File: src/rtl/layer_sequencer.sv
// layer_sequencer: walks a programmed table of layer descriptors and hands each
// layer to its engine (vector, winograd or SE). One start pulse per layer, then
// wait for that engine's done before moving on. Invalid descriptor types and
// engines that never answer end the sequence in a sticky error state; abort
// drops straight back to idle without flagging an error.
module layer_sequencer #(
  parameter int MAX_LAYERS  = 16,
  parameter int CFG_W       = 32,
  parameter int TIMEOUT_CYC = 4096
) (
  input  logic                          clk,
  input  logic                          rst_n,
  input  logic                          cfg_we,
  input  logic [$clog2(MAX_LAYERS)-1:0] cfg_addr,
  input  logic [1:0]                    cfg_type,
  input  logic [CFG_W-1:0]              cfg_word,
  input  logic [$clog2(MAX_LAYERS):0]   num_layers,
  input  logic                          start,
  input  logic                          abort,
  input  logic                          vector_done,
  input  logic                          winograd_done,
  input  logic                          se_done,
  output logic                          vector_start,
  output logic                          winograd_start,
  output logic                          se_start,
  output logic [CFG_W-1:0]              layer_cfg,
  output logic [$clog2(MAX_LAYERS)-1:0] layer_idx,
  output logic                          busy,
  output logic                          done,
  output logic                          error,
  output logic [1:0]                    err_code
);

  localparam int IW = $clog2(MAX_LAYERS);
  localparam int TW = $clog2(TIMEOUT_CYC);

  localparam logic [IW:0]   MAX_N      = (IW+1)'(MAX_LAYERS);
  localparam logic [TW-1:0] TIMER_LAST = TW'(TIMEOUT_CYC - 1);

  localparam logic [1:0] TYPE_VECTOR   = 2'b00;
  localparam logic [1:0] TYPE_WINOGRAD = 2'b01;
  localparam logic [1:0] TYPE_SE       = 2'b10;
  localparam logic [1:0] TYPE_INVALID  = 2'b11;

  localparam logic [1:0] ERR_NONE    = 2'b00;
  localparam logic [1:0] ERR_INVALID = 2'b01;
  localparam logic [1:0] ERR_TIMEOUT = 2'b10;

  typedef enum logic [2:0] {
    S_IDLE,
    S_FETCH,
    S_ISSUE,
    S_WAIT,
    S_NEXT,
    S_FINISH,
    S_ERROR
  } state_t;

  state_t state;
  state_t next_state;

  logic [1:0]       type_mem [MAX_LAYERS];
  logic [CFG_W-1:0] cfg_mem  [MAX_LAYERS];

  logic [1:0]    type_r;
  logic [IW:0]   num_layers_r;
  logic [TW-1:0] timer;
  logic          sel_done;
  logic          run_phase;
  logic          accept_start;
  logic          last_layer;
  logic [IW:0]   num_clamped;

  // Abort only matters while a sequence is in flight; IDLE and ERROR ignore it.
  assign run_phase = (state == S_FETCH) || (state == S_ISSUE) || (state == S_WAIT) ||
                     (state == S_NEXT)  || (state == S_FINISH);

  assign accept_start = ((state == S_IDLE) || (state == S_ERROR)) && start;
  assign num_clamped  = (num_layers > MAX_N) ? MAX_N : num_layers;
  assign last_layer   = (({1'b0, layer_idx} + (IW+1)'(1)) == num_layers_r);

  // Pick out the done input belonging to the engine the current layer was sent to.
  always_comb begin
    sel_done = 1'b0;
    case (type_r)
      TYPE_VECTOR:   sel_done = vector_done;
      TYPE_WINOGRAD: sel_done = winograd_done;
      TYPE_SE:       sel_done = se_done;
      default:       sel_done = 1'b0;
    endcase
  end

  // Descriptor table: writable only while no sequence is walking it.
  always_ff @(posedge clk) begin
    if (cfg_we && !busy) begin
      type_mem[cfg_addr] <= cfg_type;
      cfg_mem[cfg_addr]  <= cfg_word;
    end
  end

  // State register.
  always_ff @(posedge clk or negedge rst_n) begin
    if (!rst_n) begin
      state <= S_IDLE;
    end else begin
      state <= next_state;
    end
  end

  // Next-state logic plus the start/done pulses, which abort masks in its cycle.
  always_comb begin
    next_state     = state;
    vector_start   = 1'b0;
    winograd_start = 1'b0;
    se_start       = 1'b0;
    done           = 1'b0;
    case (state)
      S_IDLE, S_ERROR: begin
        if (start) begin
          next_state = (num_layers != '0) ? S_FETCH : S_FINISH;
        end
      end
      S_FETCH: next_state = S_ISSUE;
      S_ISSUE: begin
        if (type_r == TYPE_INVALID) begin
          next_state = S_ERROR;
        end else begin
          next_state     = S_WAIT;
          vector_start   = (type_r == TYPE_VECTOR);
          winograd_start = (type_r == TYPE_WINOGRAD);
          se_start       = (type_r == TYPE_SE);
        end
      end
      S_WAIT: begin
        if (sel_done) begin
          next_state = S_NEXT;
        end else if (timer == TIMER_LAST) begin
          next_state = S_ERROR;
        end
      end
      S_NEXT: next_state = last_layer ? S_FINISH : S_FETCH;
      S_FINISH: begin
        done       = 1'b1;
        next_state = S_IDLE;
      end
      default: next_state = S_IDLE;
    endcase
    if (abort && run_phase) begin
      next_state     = S_IDLE;
      vector_start   = 1'b0;
      winograd_start = 1'b0;
      se_start       = 1'b0;
      done           = 1'b0;
    end
  end

  // Sequencing datapath: layer index, latched layer count, fetched descriptor, WAIT timer.
  always_ff @(posedge clk or negedge rst_n) begin
    if (!rst_n) begin
      busy         <= 1'b0;
      layer_idx    <= '0;
      num_layers_r <= '0;
      type_r       <= '0;
      layer_cfg    <= '0;
      timer        <= '0;
    end else begin
      busy <= (next_state == S_FETCH) || (next_state == S_ISSUE) ||
              (next_state == S_WAIT)  || (next_state == S_NEXT);
      if (accept_start) begin
        layer_idx    <= '0;
        num_layers_r <= num_clamped;
      end else if ((state == S_NEXT) && (next_state == S_FETCH)) begin
        layer_idx <= layer_idx + IW'(1);
      end
      if ((state == S_FETCH) && !abort) begin
        type_r    <= type_mem[layer_idx];
        layer_cfg <= cfg_mem[layer_idx];
      end
      if (state == S_ISSUE) begin
        timer <= '0;
      end else if (state == S_WAIT) begin
        timer <= timer + TW'(1);
      end
    end
  end

  // Sticky error flag and code; only a newly accepted start clears them.
  always_ff @(posedge clk or negedge rst_n) begin
    if (!rst_n) begin
      error    <= 1'b0;
      err_code <= ERR_NONE;
    end else if (accept_start) begin
      error    <= 1'b0;
      err_code <= ERR_NONE;
    end else if ((state == S_ISSUE) && (next_state == S_ERROR)) begin
      error    <= 1'b1;
      err_code <= ERR_INVALID;
    end else if ((state == S_WAIT) && (next_state == S_ERROR)) begin
      error    <= 1'b1;
      err_code <= ERR_TIMEOUT;
    end
  end

endmodule

File: config.mk
export PLATFORM = sky130hd
export DESIGN_NAME = layer_sequencer
export DESIGN_NICKNAME = d
export VERILOG_FILES = /design/src/rtl/layer_sequencer.sv
export SDC_FILE = /design/constraint.sdc
export NUM_CORES = 1
export LEC_CHECK = 0
export CORE_ASPECT_RATIO = 0.5
export CORE_UTILIZATION = 40
export CTS_BUF_LIST = sky130_fd_sc_hd__clkbuf_4 sky130_fd_sc_hd__clkbuf_8
export CTS_CLUSTER_SIZE = 14
export DETAILED_ROUTE_END_ITERATION = 6
export SETUP_SLACK_MARGIN = 0.1
export SYNTH_ARGS = -nofsm -noshare
export SYNTH_HDL_FRONTEND = slang
export SYNTH_SLANG_ARGS = --single-unit
File: constraint.sdc
create_clock -name clk -period 4.8 [get_ports clk]
set_input_delay 1.44 -clock clk [delete_from_list [all_inputs] [get_ports clk]]
set_output_delay 1.44 -clock clk [all_outputs]
set_load 0.005 [all_outputs]
# After elaboration in Yosys (flattened, before gate mapping)
# Memories as Yosys holds them, arrays and structs flattened. A register that Yosys moved wholly into a read port is not among the register bits.
# Cells that the tools add are included.
# Widths: inputs -> output; s select.
[word_totals] memories=2 regBits=28 mem_bits_ro=0 output_inout_bits=44 ram_bits=544 in_bits=51 word_cells=88 latch_bits=0
[mem_list] name="cfg_mem" depth=16 width=32 rd=1 rd_ports_with_merged_regs=1 write_ports=1 line_no="63" text="logic [CFG_W-1:0] cfg_mem [MAX_LAYERS];"
[mem_list] name="type_mem" depth=16 width=2 rd=1 rd_ports_with_merged_regs=1 write_ports=1 line_no="62" text="logic [1:0] type_mem [MAX_LAYERS];"
[op_classes] bitwise_logic=0 shifts=0 eq_ne=16 div_mod_pow=0 reduce_logical=26 add_sub_neg=3 n_mux=33 multipliers=0 n_lt_le_gt_ge=1
[ops] op="$mux 12" count=2
[ops] op="$mux 3" count=7
[ops] op="$mux 1" count=16
[ops] op="$eq 3x3->1 const B" count=5
[ops] op="$pmux 3 s5" count=1
[ops] op="$add 12x1->12 const B" count=1
[ops] op="$eq 12x12->1 const B" count=1
[ops] op="$eq 3x2->1 const B" count=4
[ops] op="$logic_or 1x1->1" count=8
[ops] op="$mux 4" count=2
[ops] op="$logic_and 1x1->1" count=7
[ops] op="$eq 3x1->1 const B" count=2
[ops] op="$mux 2" count=3
[ops] op="$add 4x1->5 const B" count=1
[ops] op="$eq 5x5->1" count=1
[ops] op="$gt 5x5->1 const B" count=1
[ops] op="$mux 5" count=1
[ops] op="$reduce_bool 5->1" count=1
[ops] op="$add 4x1->4 const B" count=1
[ops] op="$eq 2x2->1 const B" count=2
[ops] op="$logic_not 1->1" count=4
[ops] op="$reduce_bool 2->1" count=2
[ops] op="$logic_not 3->1" count=1
[ops] op="$pmux 1 s3" count=1
[ops] op="4 further kinds" count=4

# Depth between registers and ports, before layout
# Gate-level depths: netlist of run 1.
[depth] depth_word=12 depth_mapped=8 mapped_depth_nobuf=7

# Worst setup path before layout of run 1
# No wires, ideal clock.
[synth_path] path_type="input to register" startpoint="in cfg_we" endpoint="mem cfg_mem[0][0], enable pin" setup_slack_ps=113 setup_time_ps=468 arrival_ps=4219 t_required_ps=4332 path_buffers=0 stages=3 path_cell_list="nand2b_1 -> or3_1 -> nor3_1"
[synth_between] elab_chain_cells=3
[synth_lines] item="start: declaration" line_no="13" text="input logic cfg_we,"
[synth_lines] item="$logic_and 1x1->1" line_no="95" text="if (cfg_we && !busy) begin"
[synth_lines] item="$mux 1" line_no="95"
[synth_lines] item="$mux 1 (not written as such)" line_no="97" text="cfg_mem[cfg_addr] <= cfg_word;"
[synth_lines] item="end: declaration" line_no="63"
# No other way between the ends.

# Final worst setup path of run 1
[layout_path] startpoint="in abort" endpoint="out se_start"
[layout_between] elab_chain_cells=2
[layout_lines] item="start: declaration" line_no="19" text="input logic abort,"
[layout_lines] item="$logic_and 1x1->1" line_no="148" text="if (abort && run_phase) begin"
[layout_lines] item="$mux 1" line_no="148"
[layout_lines] item="end: declaration" line_no="25" text="output logic se_start,"
# No other way between the ends.

==> run_results.csv, run 1 <==
group,metric,value,unit
outcome,outcome,"complete, no violations",
global_routing,grt.total_usage,16.9,%
worst_setup_path,rr_endpoint,"type_r[0]$_DFFE_PN0P_",
global_routing,grt_pass1_vias,11800,
cells_and_area,seqCellArea,17900,um2
clock_network,path_clk_slew,0.05,ns
die,ios,95,
sta,final_hold_viol_count,0,
sta,setup_ws,0.427,ns
worst_setup_path,worst_r2r_startpoint,"layer_idx[0]$_DFFE_PN0P_",
sta,drv_slew,0,
die,die_x,347,um
sta,tns,0,ns
power_and_ir_drop,leakage,0.00885,uW
sta,rsz0062_at_grt,"no",
clock_network,postCtsHoldBufs,0,
yosys,synth_commonest_cells,"edfxtp_1 (544), mux4_2 (110), dfrtp_1 (62), mux4_1 (60)",
drt,route.detailed.drc,0,
yosys,avgSynthCellArea,23.1,um2
worst_setup_path,slowest_stage,"clkdlybuf4s50_1",
yosys,synth-warning-count,0,
worst_setup_path,cp.arrival,2.93,ns
cells_and_area,area_growth,16.0,%
clock_network,clock_sinks,606,
global_routing,overflow,0,
cells_and_area,multiInputGateArea,5640,um2
die,row_count,62,
worst_setup_path,path_class,"in2out",
placed_design,dp_hpwl,26200,um
yosys,synthTopCellsByArea,"edfxtp_1 (69%), mux4_2 (10%), mux4_1 (6.6%), dfrtp_1 (6.5%), mux2_4 (1.8%)",
worst_setup_path,cpPeakStageDelay,0.58,ns
yosys,mappedNetlistArea,23800,um2
drt,drt_first_iter_violations,879,
die,coreArea,58100,um2
sta,finalCritPeriodShare,91.1,%
yosys,post-synth-top-area-cell,"edfxtp_1",
global_routing,gr-usage-met1,23.5,%
die,die_h,175,um
clock_network,cts_resized,0,
worst_setup_path,cpMostUsedCell,"clkdlybuf4s50_1",
drt,wl,49800,um
global_routing,top_usage_layer,"met2",
drt,ant_nets,0,
placed_design,portBuffers,94,
sta,fmax,229,MHz
yosys,syn_inst,1033,
yosys,yosysSeqAreaShare,75.1,%
die,dieArea,60600,um2
global_routing,grtUsageMet3,3.14,%
yosys,syn_nets,1086,
sta,worst_slew_pin_slew,0.939,ns
worst_setup_path,cp-start-kind,"primary input",
clock_network,cts-htree-levels,3,
global_routing,antenna_found_initial,0,
global_routing,grt_max_degree,139,
worst_setup_path,crit_chain,"clkdlybuf4s50_1 > nor4b_1 > clkdlybuf4s50_1",
global_routing,grt_util_met2,27.7,%
yosys,ys_ff_latch,606,
yosys,synth_flop_cell,"edfxtp_1",
drt,vias,10900,
yosys,synth_edf_count,544,
cells_and_area,fillCellCount,4700,
flow_run,drv_cap,0,
clock_network,clk_latency,0.67,ns
yosys,synth.most_common_cell,"edfxtp_1",
yosys,async_reset_ff_share,10.2,%
yosys,synth.distinct_cells,49,
drt,routed_via_density,5.34,
drt,wl_per_cell,24.5,um
clock_network,clockBufferDepth,3,
sta,fin_worst_skew,0.0380,ns
cells_and_area,fin_nets,1251,
clock_network,cts_tree,"done",
power_and_ir_drop,vdd_ir_drop_max,0.215,mV
worst_setup_path,critPathLaunch,"abort",
sta,min_period,4.37,ns
clock_network,cts_setup_buffers,0,
power_and_ir_drop,p_per_area,465,nW/um2
placed_design,post-place-ws,0.430,ns
placed_design,place_congestion,0.762,
sta,setup_violations,0,
worst_setup_path,crit_required,3.36,ns
clock_network,numCtsBuffers,88,
yosys,yosysTopAreaCellShare,68.6,%
worst_hold_path,min_path_type,"reg2reg",
worst_setup_path,r2r_cells,4,
clock_network,cts_root_buf,"clkbuf_8",
sta,relSlewSlack,37.4,%
worst_setup_path,crit_path_end_kind,"output port",
cells_and_area,drive_gt1_share,27.8,%
die,initial_utilization,41.0,%
worst_setup_path,crit_end,"se_start",
drt,drtPass1Iterations,7,
worst_setup_path,worstPathMaxFanout,7,
worst_setup_path,ff2ff_setup_slack,1.80,ns
global_routing,grt_pass1_wl,75400,um
[power by group]
group | internal (uW) | switching, uW | leakage, uW
logic | 1390 | 942 | 0.00220
clock network | 2210 | 1970 | 0.000974
registers | 6040 | 287 | 0.00567
total | 9650 | 3200 | 0.00885
[cell type report]
cell class                      instances  area share [%]
Clock buffer                          128            5.76
Inverter                                5          0.0679
Multi-Input combinational cell        373            20.4
Clock inverter                         32           0.765
Antenna cell                            1         0.00905
Tap cell                              768            3.48
Timing Repair Buffer                  124            4.75
Sequential cell                       606            64.8
[flip-flops by register name, indices dropped and copies added (netlist names)]
register      cells
type_mem         32
timer            12
state             3
cfg_mem         512
error             1
busy              1
layer_cfg        32
err_code          2
num_layers_r      5
layer_idx         4
type_r            2
[stage by stage]
| stage | cell area, um2 | hold WS, ns | std cells | utilization [%] | power [uW] |
|---|---|---|---|---|---|
| final | 27600 | 0.494 | 2037 | 47.6 | 12800 |
| after global routing | 27600 | 0.529 | 2036 | 47.6 | 13400 |
| after CTS | 27600 | 0.497 | 2036 | 47.6 | 13000 |
| after detailed placement | 25800 | 0.486 | 1876 | 44.5 | 8820 |
| after global placement | 25800 | 0.472 | 1876 | 44.5 | 8770 |
| after floorplan | 23800 | 0.458 | 1033 | - | 8090 |
[critical path, delay by kind of cell]
family                 cells  cell delay, ns
and+or+nand+nor            1            0.39
buffers and inverters      2            1.10
[how the worst min path moves through the flow]
stage	from	end	slack (ns)	cells after the start
6_report	num_layers_r[1]$_DFFE_PN0P_	num_layers_r[1]$_DFFE_PN0P_	0.49	2
5_1_grt	layer_cfg[11]$_DFFE_PN0P_	layer_cfg[11]$_DFFE_PN0P_	0.53	1
4_1_cts	num_layers_r[1]$_DFFE_PN0P_	num_layers_r[1]$_DFFE_PN0P_	0.50	2
3_5_place_dp	num_layers_r[1]$_DFFE_PN0P_	num_layers_r[1]$_DFFE_PN0P_	0.49	2
3_3_place_gp	num_layers_r[1]$_DFFE_PN0P_	num_layers_r[1]$_DFFE_PN0P_	0.47	2
2_1_floorplan	num_layers_r[0]$_DFFE_PN0P_	num_layers_r[0]$_DFFE_PN0P_	0.46	2
[logic make-up after synthesis]
kind of cell               count (synthesis)  share of synthesized area (%)
DFF                                      606                           75.1
muxes                                    213                           19.4
and+or+nand+nor                          115                           2.35
buffers and inverters                     54                           1.71
AOI/OAI and AO/OA                         35                           1.00
xor gates and xnor gates                   8                          0.294
adders and majority gates                  2                          0.105
[routing by layer]
| layer | part of all wire [%] | vias to the layer above |
|---|---|---|
| met1 | 45 | 5807 |
| met4 | 1.5 | 0 |
| li1 | - | 4734 |
| met5 | 0 | - |
| met2 | 49 | 271 |
| met3 | 4.7 | 70 |
[cells in the final DEF, fill, tap and decap left out, types with 19 or more instances in the layout]
cell type,Yosys,layout
mux2_4,28,28
clkdlybuf4s50_1,0,93
mux4_1,60,60
clkbuf_8,0,101
mux4_2,110,110
clkbuf_4,0,27
edfxtp_1,544,544
nor2_1,31,19
dfrtp_1,62,58
buf_4,0,19
nand2_1,31,31
Note: power is estimated with default switching activity, not from simulation.
==> run 2: changes to the inputs <==
--- a/config.mk
+++ b/config.mk
@@ -5,10 +5,11 @@
 export SDC_FILE = /design/constraint.sdc
 export NUM_CORES = 1
 export LEC_CHECK = 0
+export ABC_AREA = 1
 export CORE_ASPECT_RATIO = 0.5
-export CORE_UTILIZATION = 40
+export CORE_UTILIZATION = 30
 export CTS_BUF_LIST = sky130_fd_sc_hd__clkbuf_4 sky130_fd_sc_hd__clkbuf_8
-export CTS_CLUSTER_SIZE = 14
+export CTS_CLUSTER_SIZE = 8
 export DETAILED_ROUTE_END_ITERATION = 6
 export SETUP_SLACK_MARGIN = 0.1
 export SYNTH_ARGS = -nofsm -noshare
==> run_results.csv, run 2 <==
group,metric,value,unit
power_and_ir_drop,combPwrFrac,23.7,%
sta,relSlewSlack,28.1,%
worst_hold_path,hp-start,"layer_cfg[15]$_DFFE_PN0P_",
cells_and_area,fin_nets,2065,
yosys,avgSynthCellArea,12.5,um2
power_and_ir_drop,power.net_switching,4330,uW
worst_setup_path,cpPeakStageDelay,0.54,ns
cells_and_area,diodes,0,
cells_and_area,final_common_cell,"edfxtp_1",
yosys,synth_edf_count,544,
clock_network,cts_tree,"done",
placed_design,post-place-ws,0.512,ns
die,row_count,72,
worst_hold_path,min_path_cells,2,
yosys,synthTopCellsByArea,"edfxtp_1 (68%), o21ai_0 (7.6%), dfrtp_1 (6.5%), nor2_1 (6.0%), o22ai_1 (4.3%)",
clock_network,cts-htree-levels,3,
yosys,synth_commonest_cells,"edfxtp_1 (544), nor2_1 (380), o21ai_0 (365), o22ai_1 (164), nand2_1 (129)",
worst_hold_path,whs_endpoint,"layer_cfg[15]$_DFFE_PN0P_",
sta,finalCritPeriodShare,89.4,%
sta,setup_violations,0,
clock_network,clk_latency,0.69,ns
yosys,synth-xor-area-share,0.183,%
yosys,synth_compound_area_share,13.0,%
clock_network,cts_resized,0,
drt,wl_per_cell,20.0,um
worst_setup_path,crit_chain,"clkdlybuf4s50_1 > nand3_2 > nand4_1 > inv_1 > clkdlybuf4s50_1",
clock_network,numCtsBuffers,93,
global_routing,grt_max_degree,169,
clock_network,clockBufferDepth,3,
yosys,yosys.area_share.simple,9.02,%
global_routing,grt_pass1_vias,15200,
power_and_ir_drop,p_per_area,490,nW/um2
clock_network,path_clk_slew,0.06,ns
yosys,synth_top_family_by_area,"compound AO/OA/AOI/OAI gates",
worst_setup_path,rr_endpoint,"layer_cfg[22]$_DFFE_PN0P_",
worst_setup_path,cpMostUsedCell,"clkdlybuf4s50_1",
worst_setup_path,cpLargestDelayFamily,"buffers and inverters",
die,die_h,202,um
drt,ant_nets,0,
sta,final_hold_viol_count,0,
drt,drtPass1Iterations,5,
cells_and_area,area_growth,17.5,%
worst_setup_path,cp.arrival,2.85,ns
cells_and_area,top_register,"cfg_mem",
sta,drv_slew,0,
die,coreArea,78100,um2
sta,rsz0062_at_grt,"no",
cells_and_area,largest_reg_flops,512,
worst_setup_path,r2r_cells,12,
cells_and_area,drive_gt1_share,11.1,%
worst_setup_path,slowest_stage,"clkdlybuf4s50_1",
global_routing,grt_pass1_wl,94300,um
yosys,syn_nets,1963,
yosys,async_reset_ff_share,10.2,%
power_and_ir_drop,power_frac_seq,45.4,%
yosys,synth.distinct_cells,32,
outcome,outcome,"complete, no violations",
worst_setup_path,crit_path_end_kind,"output port",
yosys,post-synth-top-area-cell,"edfxtp_1",
cells_and_area,reg_top3,"cfg_mem: 512 flops, layer_cfg: 32 flops, type_mem: 32 flops",
flow_run,drv_cap,0,
worst_setup_path,crit_required,3.36,ns
power_and_ir_drop,power.internal,9450,uW
drt,wl,62500,um
die,dieArea,81000,um2
sta,fmax,233,MHz
sta,setup_ws,0.511,ns
placed_design,portBuffers,94,
power_and_ir_drop,vdd_ir_drop_max,0.286,mV
drt,route.detailed.drc,0,
cells_and_area,layout_common_cells,"edfxtp_1 (544), o21ai_0 (365), nor2_1 (364)",
yosys,ys_ff_latch,606,
yosys,synth_fa_ha_area_share,0.105,%
worst_setup_path,cp-start-kind,"primary input",
worst_hold_path,min_path_type,"reg2reg",
global_routing,grt.total_usage,15.3,%
die,initial_utilization,30.6,%
yosys,synth_flop_cell,"edfxtp_1",
worst_setup_path,worst_r2r_startpoint,"layer_idx[0]$_DFFE_PN0P_",
worst_setup_path,ff2ff_setup_slack,1.82,ns
clock_network,cts_setup_buffers,0,
yosys,mappedNetlistArea,23900,um2
drt,drt_first_iter_violations,1574,
sta,worst_slew_pin_slew,1.08,ns
clock_network,clock_sinks,606,
global_routing,overflow,0,
drt,vias,15700,
drt,routed_via_density,5.03,
yosys,synthMuxAreaShare,0.0418,%
yosys,syn_inst,1910,
worst_setup_path,path_class,"in2out",
power_and_ir_drop,finalPower,13800,uW
clock_network,postCtsHoldBufs,0,
power_and_ir_drop,switching_share,31.4,%
yosys,synth.most_common_cell,"edfxtp_1",
worst_setup_path,worst-path-buf-inv,3,
sta,tns,0,ns
worst_setup_path,worstPathMaxFanout,6,
die,ios,95,
global_routing,antenna_found_initial,2,
sta,min_period,4.29,ns
power_and_ir_drop,leakage,0.00945,uW
die,die_x,401,um
placed_design,place_congestion,0.767,
placed_design,dp_hpwl,33500,um
power_and_ir_drop,clockPowerShare,30.9,%
clock_network,cts_root_buf,"clkbuf_8",
yosys,synth-warning-count,0,
yosys,yosysTopAreaCellShare,68.2,%
yosys,yosysSeqAreaShare,74.7,%
sta,fin_worst_skew,0.0390,ns
sta,holdWs,0.497,ns
-- run 2: cell types whose count changed after synthesis, moves of 60 or more --
cell,before,now
mux4_1,60,0
clkbuf_1,24,87
nor2_1,31,380
nand2_1,31,129
o22ai_1,1,164
o21ai_0,12,365
mux4_2,110,0
-- run 2: routing by layer --
metal	track usage [%]	wire length, um	vias to the layer above
met3	2.54	3750	105
met4	4.24	1210	2
li1	-	-	7213
met1	20.6	27700	7864
met2	25.3	29800	507
met5	0	13	-
-- run 2: logic make-up (layout without fill, tap and decap cells) --
kind of cell	count (synthesis)	after routing
adder cells (fa/ha/maj)	2	2
multiplexers	1	1
flip-flops	606	606
XOR/XNOR	5	5
AND/OR/NAND/NOR	551	551
AO/OA/AOI/OAI	578	578
buffers and inverters	167	342
-- run 2: power groups by stage --
stage               Sequential [uW]  Clock, uW  Combinational (uW)
finish                         6250       4260                3260
global route                   6290       4550                3640
CTS                            6260       4340                3280
detailed placement             6360          0                3270
global placement               6360          0                3230
floorplan                      6270          0                2130
-- run 2: how the worst max path moves through the flow --
| stage | from | endpoint | slack, ns | cells past startpoint |
|---|---|---|---|---|
| floorplan | cfg_we | cfg_mem[10][0]$_DFFE_PP_ | 1.13 | 4 |
| global placement | abort | se_start | 0.48 | 5 |
| detailed placement | abort | done | 0.51 | 3 |
| CTS | abort | done | 0.50 | 3 |
| global route | abort | done | 0.40 | 3 |
| finish | abort | winograd_start | 0.51 | 5 |
-- run 2: stage by stage --
| step | util, % | instance area [um2] | instances |
|---|---|---|---|
| after floorplan | - | 23900 | 1910 |
| after global placement | 33.6 | 26300 | 2953 |
| after detailed placement | 33.6 | 26300 | 2953 |
| after CTS | 36.0 | 28100 | 3121 |
| after global routing | 36.0 | 28100 | 3121 |
| final | 36.0 | 28100 | 3121 |
-- run 2: worst register-to-register path, cell delays in order (launching register included) --
cell     delay, ns
dfrtp_4       0.74
ha_1          0.28
nand2_1       0.06
nand2_1       0.13
xor2_1        0.15
inv_1         0.05
nand3_1       0.11
nand2_2       0.11
nand2_2       0.10
inv_2         0.06
nor2_4        0.80
nand2_1       0.17
nand2_1       0.12
-- run 2: layout make-up --
type | count | area (um2)
clock buffers | 153 | 1760
clock inverters | 15 | 97.6
fillers | 7434 | 50000
inverters | 44 | 171
multi-input cells | 1137 | 5480
flip-flops and latches | 606 | 17900
well taps | 1036 | 1300
repair buffers | 130 | 1420
